## config.mk

```make
export PLATFORM = sky130hd
export DESIGN_NAME = mipi_csi2_capture_ctrl_flat
export DESIGN_NICKNAME = d
export VERILOG_FILES = /design/src/rtl/mipi_csi2_capture_ctrl_pkg.sv /design/src/rtl/mipi_csi2_capture_ctrl_if.sv /design/src/rtl/mipi_csi2_capture_ctrl_stats.sv /design/src/rtl/mipi_csi2_capture_ctrl.sv /design/src/flat_wrapper.sv
export SDC_FILE = /design/constraint.sdc
export NUM_CORES = 1
export LEC_CHECK = 0
export CORE_MARGIN = 10
export CORE_UTILIZATION = 40
export CTS_BUF_LIST = sky130_fd_sc_hd__clkbuf_8
export CTS_CLUSTER_DIAMETER = 60
export DETAILED_ROUTE_END_ITERATION = 12
export PLACE_DENSITY = 0.7
export SLEW_MARGIN = 20
export SYNTH_ARGS = -nofsm -noshare
export SYNTH_HDL_FRONTEND = slang
export SYNTH_SLANG_ARGS = --single-unit
```

## constraint.sdc

```tcl
create_clock -name img_clk -period 7.04 [get_ports img_clk]
set_clock_uncertainty 0.15 [all_clocks]
set_input_delay 1.408 -clock img_clk [delete_from_list [all_inputs] [get_ports img_clk]]
set_output_delay 1.408 -clock img_clk [all_outputs]
set_load 0.02 [all_outputs]
```

## src/rtl/mipi_csi2_capture_ctrl_pkg.sv

```systemverilog
// Shared types for the CSI-2 capture sequencer: default widths, FSM states
// and the fv/lv edge detector used by the top level.
package mipi_csi2_capture_ctrl_pkg;

  localparam int DATA_WIDTH_DEF = 10;
  localparam int CNT_W_DEF      = 16;
  localparam int TIMEOUT_W_DEF  = 24;

  typedef enum logic [1:0] {
    ST_IDLE,
    ST_SYNC,
    ST_WAIT_FS,
    ST_CAPTURE
  } cap_state_t;

  typedef struct packed {
    logic fv_rise;
    logic fv_fall;
    logic lv_fall;
    logic any_edge;
  } edge_t;

  // Compares the current fv/lv sample against the previous one.
  function automatic edge_t detect_edges(input logic cur_fv, input logic cur_lv,
                                         input logic prev_fv, input logic prev_lv);
    edge_t e;
    e.fv_rise  = cur_fv & ~prev_fv;
    e.fv_fall  = ~cur_fv & prev_fv;
    e.lv_fall  = ~cur_lv & prev_lv;
    e.any_edge = (cur_fv ^ prev_fv) | (cur_lv ^ prev_lv);
    return e;
  endfunction

endpackage

```

## src/rtl/mipi_csi2_capture_ctrl_if.sv

```systemverilog
// Video stream bundle (frame valid, line valid, data valid, pixel data).
// The deserializer side is consumed through 'slave', the gated capture
// stream is produced through 'master'.
interface mipi_csi2_capture_ctrl_if #(
  parameter int DATA_WIDTH = 10
);
  logic                  fv;
  logic                  lv;
  logic                  dv;
  logic [DATA_WIDTH-1:0] dat;

  modport master (output fv, lv, dv, dat);
  modport slave  (input  fv, lv, dv, dat);
endinterface

```

## src/rtl/mipi_csi2_capture_ctrl_stats.sv

```systemverilog
// Per-frame statistics: counts dv beats per line and lines per frame while
// capturing, latches the last completed values and flags geometry errors
// against the expected line/pixel counts. Counters saturate at all-ones.
module mipi_frame_stats #(
  parameter int CNT_W = 16
) (
  input  logic             img_clk,
  input  logic             resetb,
  input  logic             clear,
  input  logic             enable,
  input  logic             dv,
  input  logic             lv_fall,
  input  logic             fv_fall,
  input  logic [CNT_W-1:0] exp_lines,
  input  logic [CNT_W-1:0] exp_pixels,
  output logic [CNT_W-1:0] last_lines,
  output logic [CNT_W-1:0] last_pixels,
  output logic             err_lines,
  output logic             err_pixels
);

  localparam logic [CNT_W-1:0] ALL_ONES = '1;

  logic [CNT_W-1:0] pix_cnt;
  logic [CNT_W-1:0] line_cnt;
  logic [CNT_W-1:0] line_inc;
  logic [CNT_W-1:0] line_total;

  assign line_inc   = (line_cnt != ALL_ONES) ? line_cnt + CNT_W'(1) : line_cnt;
  // A line ending in the same cycle as the frame is counted before the check.
  assign line_total = lv_fall ? line_inc : line_cnt;

  // Line/pixel counting, last-value latching and sticky geometry errors.
  always_ff @(posedge img_clk or negedge resetb) begin
    if (!resetb) begin
      pix_cnt     <= '0;
      line_cnt    <= '0;
      last_lines  <= '0;
      last_pixels <= '0;
      err_lines   <= 1'b0;
      err_pixels  <= 1'b0;
    end else if (clear) begin
      pix_cnt     <= '0;
      line_cnt    <= '0;
      last_lines  <= '0;
      last_pixels <= '0;
      err_lines   <= 1'b0;
      err_pixels  <= 1'b0;
    end else if (enable) begin
      if (lv_fall) begin
        last_pixels <= pix_cnt;
        pix_cnt     <= '0;
        line_cnt    <= line_inc;
        if ((exp_pixels != '0) && (pix_cnt != exp_pixels)) begin
          err_pixels <= 1'b1;
        end
      end else if (dv && (pix_cnt != ALL_ONES)) begin
        pix_cnt <= pix_cnt + CNT_W'(1);
      end
      if (fv_fall) begin
        last_lines <= line_total;
        line_cnt   <= '0;
        pix_cnt    <= '0;
        if ((exp_lines != '0) && (line_total != exp_lines)) begin
          err_lines <= 1'b1;
        end
      end
    end
  end

endmodule

```

## src/rtl/mipi_csi2_capture_ctrl.sv

```systemverilog
// Capture sequencer for the CSI-2 deserializer. Enables the deserializer,
// aligns to a frame start, passes only whole frames to the capture stream,
// counts completed frames and supervises stream activity with a watchdog.
module mipi_csi2_capture_ctrl
  import mipi_csi2_capture_ctrl_pkg::*;
#(
  parameter int DATA_WIDTH = DATA_WIDTH_DEF,
  parameter int CNT_W      = CNT_W_DEF,
  parameter int TIMEOUT_W  = TIMEOUT_W_DEF
) (
  input  logic                 img_clk,
  input  logic                 resetb,
  input  logic                 start,
  input  logic                 stop,
  input  logic [CNT_W-1:0]     num_frames,
  input  logic [TIMEOUT_W-1:0] timeout_cycles,
  input  logic [CNT_W-1:0]     exp_lines,
  input  logic [CNT_W-1:0]     exp_pixels,
  output logic                 des_enable,
  mipi_csi2_capture_ctrl_if.slave  des,
  mipi_csi2_capture_ctrl_if.master cap,
  output logic                 busy,
  output logic                 done,
  output logic [CNT_W-1:0]     frames_done,
  output logic [CNT_W-1:0]     last_lines,
  output logic [CNT_W-1:0]     last_pixels,
  output logic                 err_timeout,
  output logic                 err_lines,
  output logic                 err_pixels
);

  cap_state_t           state;
  logic                 prev_fv;
  logic                 prev_lv;
  logic                 stop_pending;
  logic [TIMEOUT_W-1:0] wd_cnt;
  logic [TIMEOUT_W-1:0] wd_next;
  edge_t                edges;
  logic                 activity;
  logic                 wd_fire;
  logic                 gate;
  logic                 accept_start;
  logic                 capturing;
  logic                 last_frame;

  assign edges        = detect_edges(des.fv, des.lv, prev_fv, prev_lv);
  assign activity     = des.dv | edges.any_edge;
  assign wd_next      = activity ? '0 : wd_cnt + TIMEOUT_W'(1);
  // Fires on the idle cycle that brings the inactivity count up to the limit.
  assign wd_fire      = (state != ST_IDLE) && (timeout_cycles != '0) &&
                        (wd_next == timeout_cycles);
  assign capturing    = (state == ST_CAPTURE);
  assign gate         = (((state == ST_WAIT_FS) && edges.fv_rise) || capturing) && !wd_fire;
  assign accept_start = (state == ST_IDLE) && start && !stop;
  assign last_frame   = stop_pending || stop ||
                        ((num_frames != '0) && ((frames_done + CNT_W'(1)) == num_frames));
  assign busy         = (state != ST_IDLE);
  assign des_enable   = busy;

  // Previous fv/lv samples for edge detection.
  always_ff @(posedge img_clk or negedge resetb) begin
    if (!resetb) begin
      prev_fv <= 1'b0;
      prev_lv <= 1'b0;
    end else begin
      prev_fv <= des.fv;
      prev_lv <= des.lv;
    end
  end

  // Inactivity watchdog; held at zero while idle or disabled.
  always_ff @(posedge img_clk or negedge resetb) begin
    if (!resetb) begin
      wd_cnt <= '0;
    end else if ((state == ST_IDLE) || (timeout_cycles == '0)) begin
      wd_cnt <= '0;
    end else begin
      wd_cnt <= wd_next;
    end
  end

  // Gated capture stream, one cycle behind the deserializer.
  always_ff @(posedge img_clk or negedge resetb) begin
    if (!resetb) begin
      cap.fv  <= 1'b0;
      cap.lv  <= 1'b0;
      cap.dv  <= 1'b0;
      cap.dat <= '0;
    end else begin
      cap.fv  <= des.fv & gate;
      cap.lv  <= des.lv & gate;
      cap.dv  <= des.dv & gate;
      cap.dat <= gate ? des.dat : '0;
    end
  end

  // Capture sequencer: arming, frame alignment, frame counting and termination.
  always_ff @(posedge img_clk or negedge resetb) begin
    if (!resetb) begin
      state        <= ST_IDLE;
      done         <= 1'b0;
      frames_done  <= '0;
      err_timeout  <= 1'b0;
      stop_pending <= 1'b0;
    end else begin
      done <= 1'b0;
      if (wd_fire) begin
        state        <= ST_IDLE;
        done         <= 1'b1;
        err_timeout  <= 1'b1;
        stop_pending <= 1'b0;
      end else begin
        case (state)
          ST_IDLE: begin
            if (accept_start) begin
              state        <= ST_SYNC;
              frames_done  <= '0;
              err_timeout  <= 1'b0;
              stop_pending <= 1'b0;
            end
          end
          ST_SYNC: begin
            if (stop) begin
              state <= ST_IDLE;
              done  <= 1'b1;
            end else if (!des.fv) begin
              state <= ST_WAIT_FS;
            end
          end
          ST_WAIT_FS: begin
            if (stop) begin
              state <= ST_IDLE;
              done  <= 1'b1;
            end else if (edges.fv_rise) begin
              state <= ST_CAPTURE;
            end
          end
          ST_CAPTURE: begin
            if (edges.fv_fall) begin
              frames_done <= frames_done + CNT_W'(1);
              if (last_frame) begin
                state        <= ST_IDLE;
                done         <= 1'b1;
                stop_pending <= 1'b0;
              end else begin
                state <= ST_WAIT_FS;
              end
            end else if (stop) begin
              stop_pending <= 1'b1;
            end
          end
          default: state <= ST_IDLE;
        endcase
      end
    end
  end

  mipi_frame_stats #(
    .CNT_W(CNT_W)
  ) u_stats (
    .img_clk     (img_clk),
    .resetb      (resetb),
    .clear       (accept_start),
    .enable      (capturing),
    .dv          (des.dv),
    .lv_fall     (edges.lv_fall),
    .fv_fall     (edges.fv_fall),
    .exp_lines   (exp_lines),
    .exp_pixels  (exp_pixels),
    .last_lines  (last_lines),
    .last_pixels (last_pixels),
    .err_lines   (err_lines),
    .err_pixels  (err_pixels)
  );

endmodule
```

## src/flat_wrapper.sv

```systemverilog
// flat-port wrapper written by rule: the top's interface ports become plain ports
module mipi_csi2_capture_ctrl_flat import mipi_csi2_capture_ctrl_pkg::*;
#(
  parameter int DATA_WIDTH = DATA_WIDTH_DEF,
  parameter int CNT_W      = CNT_W_DEF,
  parameter int TIMEOUT_W  = TIMEOUT_W_DEF
)
  (img_clk, resetb, start, stop, num_frames, timeout_cycles, exp_lines, exp_pixels, des_enable, busy, done, frames_done, last_lines, last_pixels, err_timeout, err_lines, err_pixels, des_fv, des_lv, des_dv, des_dat, cap_fv, cap_lv, cap_dv, cap_dat);
  mipi_csi2_capture_ctrl_if #(.DATA_WIDTH(DATA_WIDTH)) des_i ();
  mipi_csi2_capture_ctrl_if #(.DATA_WIDTH(DATA_WIDTH)) cap_i ();
  input  logic img_clk;
  input  logic resetb;
  input  logic start;
  input  logic stop;
  input  logic [CNT_W-1:0] num_frames;
  input  logic [TIMEOUT_W-1:0] timeout_cycles;
  input  logic [CNT_W-1:0] exp_lines;
  input  logic [CNT_W-1:0] exp_pixels;
  output logic des_enable;
  output logic busy;
  output logic done;
  output logic [CNT_W-1:0] frames_done;
  output logic [CNT_W-1:0] last_lines;
  output logic [CNT_W-1:0] last_pixels;
  output logic err_timeout;
  output logic err_lines;
  output logic err_pixels;
  input wire logic [$bits(des_i.fv)-1:0] des_fv;
  input wire logic [$bits(des_i.lv)-1:0] des_lv;
  input wire logic [$bits(des_i.dv)-1:0] des_dv;
  input wire logic [$bits(des_i.dat)-1:0] des_dat;
  output wire logic [$bits(cap_i.fv)-1:0] cap_fv;
  output wire logic [$bits(cap_i.lv)-1:0] cap_lv;
  output wire logic [$bits(cap_i.dv)-1:0] cap_dv;
  output wire logic [$bits(cap_i.dat)-1:0] cap_dat;
  assign des_i.fv = des_fv;
  assign des_i.lv = des_lv;
  assign des_i.dv = des_dv;
  assign des_i.dat = des_dat;
  assign cap_fv = cap_i.fv;
  assign cap_lv = cap_i.lv;
  assign cap_dv = cap_i.dv;
  assign cap_dat = cap_i.dat;
  mipi_csi2_capture_ctrl #(.DATA_WIDTH(DATA_WIDTH), .CNT_W(CNT_W), .TIMEOUT_W(TIMEOUT_W)) u_core (.img_clk(img_clk), .resetb(resetb), .start(start), .stop(stop), .num_frames(num_frames), .timeout_cycles(timeout_cycles), .exp_lines(exp_lines), .exp_pixels(exp_pixels), .des_enable(des_enable), .des(des_i), .cap(cap_i), .busy(busy), .done(done), .frames_done(frames_done), .last_lines(last_lines), .last_pixels(last_pixels), .err_timeout(err_timeout), .err_lines(err_lines), .err_pixels(err_pixels));
endmodule
```

==> run_results.csv <==
group,metric,value,unit
run_status,status,"completed",
worst_hold_path,min_path_type,"reg2reg",
timing,timing_hold_violations_final,0,
critical_path,slowest_stage,"or4_1",
clocking,clkTransAtPathRegs,0.07,ns
timing,setup_ws,1.91,ns
global_routing,grt_pass1_wl,39200,um
drt,first_iter_violations,523,
clocking,cts-buffers-inserted,17,
final_layout,mostFrequentLayoutCells,"clkdlybuf4s50_1 (154), dfrtp_1 (126), nand2_1 (100)",
synth,avgSynthCellArea,8.55,um^2
clocking,h-tree-depth,4,
timing,worst_pin_slew,1.03,ns
timing,drv_slew,0,
critical_path,arrival,5.28,ns
placement,dp.cells,1304,
timing,finalCritPeriodShare,72.9,%
global_routing,grt_max_degree,65,
power,p_leak,4.04,nW
clocking,clk_path_buf_depth,2,
synth,synth_nets,1037,
drt,drt-met1-wl,10800,um
placement,port_buffers,155,
final_layout,fillers,1909,
clocking,root_buffer,"clkbuf_8",
clocking,cts_resized,0,
global_routing,grt_usage,18.2,%
floorplan,die_w,161,um
drt,avgRoutedWirePerCell,17.9,um
floorplan,core,19600,um^2
synth,syn_area,8000,um^2
floorplan,die-area,26100,um^2
floorplan,start_util,40.8,%
global_routing,grt_overflow,0,
drt,wl,23900,um
floorplan,fp.dieH,161,um
global_routing,grt_pass1_vias,7440,
synth,synth-edff-count,0,
critical_path,path_class,"in2reg",
critical_path,cp.required,7.19,ns
synth,seq_area_frac_synth,39.4,%
power,pwr_density_cell,218,nW/um^2
critical_path,max_stage_delay,0.59,ns
final_layout,num_antenna_cells,0,
final_layout,layout_commonest_cell,"clkdlybuf4s50_1",
final_layout,drive_gt1_share,4.95,%
floorplan,io_pins,156,
clocking,cts.sinks,126,
global_routing,antenna_found_initial,0,
drt,drt-vias-per-instance,5.63,
placement,post-place-ws,1.45,ns
timing,rsz0062_at_grt,"no",
drt,highest_layer,"met4",
timing,tns,0,ns
clocking,cts_tree,"yes",
drt,drtAntennaViolNets,0,
synth,synth-main-ff-cell,"dfrtp_1",
drt,met3_length,1490,um
drt,vias,7526,
placement,place_congestion,0.907,
drt,dr.pass1.iters,6,
timing,period_needed,5.13,ns
clocking,clkLatencyLatePin,0.45,ns
clocking,postCtsSetupRepairBufs,0,
critical_path,cp-end-kind,"register",
critical_path,critPathMaxFanout,25,
timing,relSlewSlack,31.5,%
timing,setup_viol_count_final,0,
synth,synth_cell_types,69,
power,max-vdd-ir-drop,0.000155,V
final_layout,final_nets,1159,
final_layout,area_delta_synth_final,26.7,%
synth,yosysWarnings,0,
drt,drc,0,
synth,async_flop_share,100,%
final_layout,final_cells,1336,
critical_path,crit_path_start_kind,"input pin",
floorplan,placementRows,51,
critical_path,crit_chain,"clkdlybuf4s50_1, inv_1, ha_1, nand3b_1, or4_1, nand2_1, xor2_1, a2111oi_0, nand4_1, nor4b_4, buf_4, or2_1, o311ai_0",
drt,wl_met2,11200,um
job,drv_cap,0,
synth,ys_ff_latch,126,
clocking,postCtsHoldBufs,0,
timing,max_freq,195,MHz
synth,syn_inst,936,
placement,hpwl,17800,um
[report_power, final]
part	total [mW]	switching (mW)	internal (mW)
sequential	0.843	0.0506	0.792
clock	0.714	0.307	0.407
combinational	0.650	0.384	0.266
[cells in the mapped netlist (3+ instances only)]
| cell | number | area [um^2] |
|---|---|---|
| a211o_1 | 4 | 35.0 |
| a211oi_1 | 16 | 120 |
| a21o_1 | 6 | 45.0 |
| a21oi_1 | 49 | 245 |
| a22o_1 | 4 | 35.0 |
| a31o_2 | 4 | 35.0 |
| a31oi_1 | 7 | 43.8 |
| and2_1 | 19 | 119 |
| and3_1 | 20 | 125 |
| and4_1 | 10 | 87.6 |
| buf_1 | 4 | 15.0 |
| buf_2 | 5 | 25.0 |
| buf_4 | 3 | 22.5 |
| clkbuf_1 | 44 | 165 |
| dfrtp_1 | 126 | 3150 |
| ha_1 | 12 | 150 |
| inv_1 | 20 | 75.1 |
| mux2_2 | 3 | 33.8 |
| mux2i_1 | 5 | 50.1 |
| nand2_1 | 100 | 375 |
| nand2b_1 | 7 | 43.8 |
| nand3_1 | 40 | 200 |
| nand3b_1 | 8 | 60.1 |
| nand4_1 | 23 | 144 |
| nor2_1 | 86 | 323 |
| nor2b_1 | 8 | 50.1 |
| nor3_1 | 26 | 130 |
| nor4_1 | 34 | 213 |
| o2111ai_1 | 3 | 26.3 |
| o211ai_1 | 10 | 75.1 |
| o21a_1 | 6 | 45.0 |
| o21ai_0 | 53 | 265 |
| o22ai_1 | 5 | 31.3 |
| o31ai_1 | 5 | 37.5 |
| or2_2 | 4 | 25.0 |
| or3_1 | 14 | 87.6 |
| or4_1 | 7 | 52.6 |
| xnor2_1 | 54 | 473 |
| xor2_1 | 44 | 385 |
[layer usage]
layer,vias to the layer above,track usage [%]
met5,-,0
met4,0,5.38
met3,29,4.70
met2,234,28.9
met1,3658,23.8
li1,3605,-
[registers in the layout (all words and copies together), names as in the netlist, 2 cells and up]
signal,count
u_core.u_stats.pix_cnt,16
u_core.cap.dat,10
u_core.state,2
u_core.frames_done,16
u_core.u_stats.line_cnt,16
u_core.u_stats.last_lines,16
u_core.u_stats.last_pixels,16
u_core.wd_cnt,24
[critical path, delay by kind of cell]
kind                       cells  cell delay [ns]
buffers and inverters          3             0.91
AOI/OAI and AO/OA              2             0.60
and+or+nand+nor                6             2.00
xor gates and xnor gates       1             0.06
adders and majority gates      1             0.30
[through the flow]
stage | total power, mW | utilization (%) | hold slack (ns) | cell area, um^2
floorplan | 1.23 | - | 0.354 | 8000
global placement | 1.50 | 49.4 | 0.332 | 9680
detailed placement | 1.51 | 49.4 | 0.327 | 9680
CTS | 2.23 | 51.7 | 0.353 | 10100
global route | 2.33 | 51.7 | 0.377 | 10100
finish | 2.21 | 51.7 | 0.346 | 10100
[cell type report]
type | instances | area, um^2 | share of cell area [%]
Clock inverter | 13 | 188 | 1.85
Inverter | 20 | 75.1 | 0.741
Timing Repair Buffer | 160 | 1590 | 15.7
Tap cell | 265 | 332 | 3.27
Clock buffer | 19 | 262 | 2.58
Sequential cell | 126 | 3150 | 31.1
Multi-Input combinational cell | 733 | 4540 | 44.8
[worst paths after layout]
path	startpoint	endpoint	slack, ns	depth (start not counted)
worst max register to register	u_core.wd_cnt[0]	u_core.frames_done[9]	2.49	11
worst min-delay path	u_core.err_timeout	u_core.err_timeout	0.35	1
worst min register to register	u_core.err_timeout	u_core.err_timeout	0.35	1
worst max-delay path	des_fv	u_core.frames_done[9]	1.91	13
min in group asynchronous	resetb	u_core.frames_done[4]	0.90	1
max in group asynchronous	resetb	u_core.wd_cnt[8]	4.52	2
[cell families after synthesis]
kind of cell             share of synthesized area [%]
adder cells (fa/ha/maj)                           1.88
buffers and inverters                             3.93
XOR/XNOR                                          11.0
AND/OR/NAND/NOR                                   26.9
multiplexers                                      1.05
AO/OA/AOI/OAI                                     15.8
flip-flops                                        39.4
(Power assumes the default switching activity.)
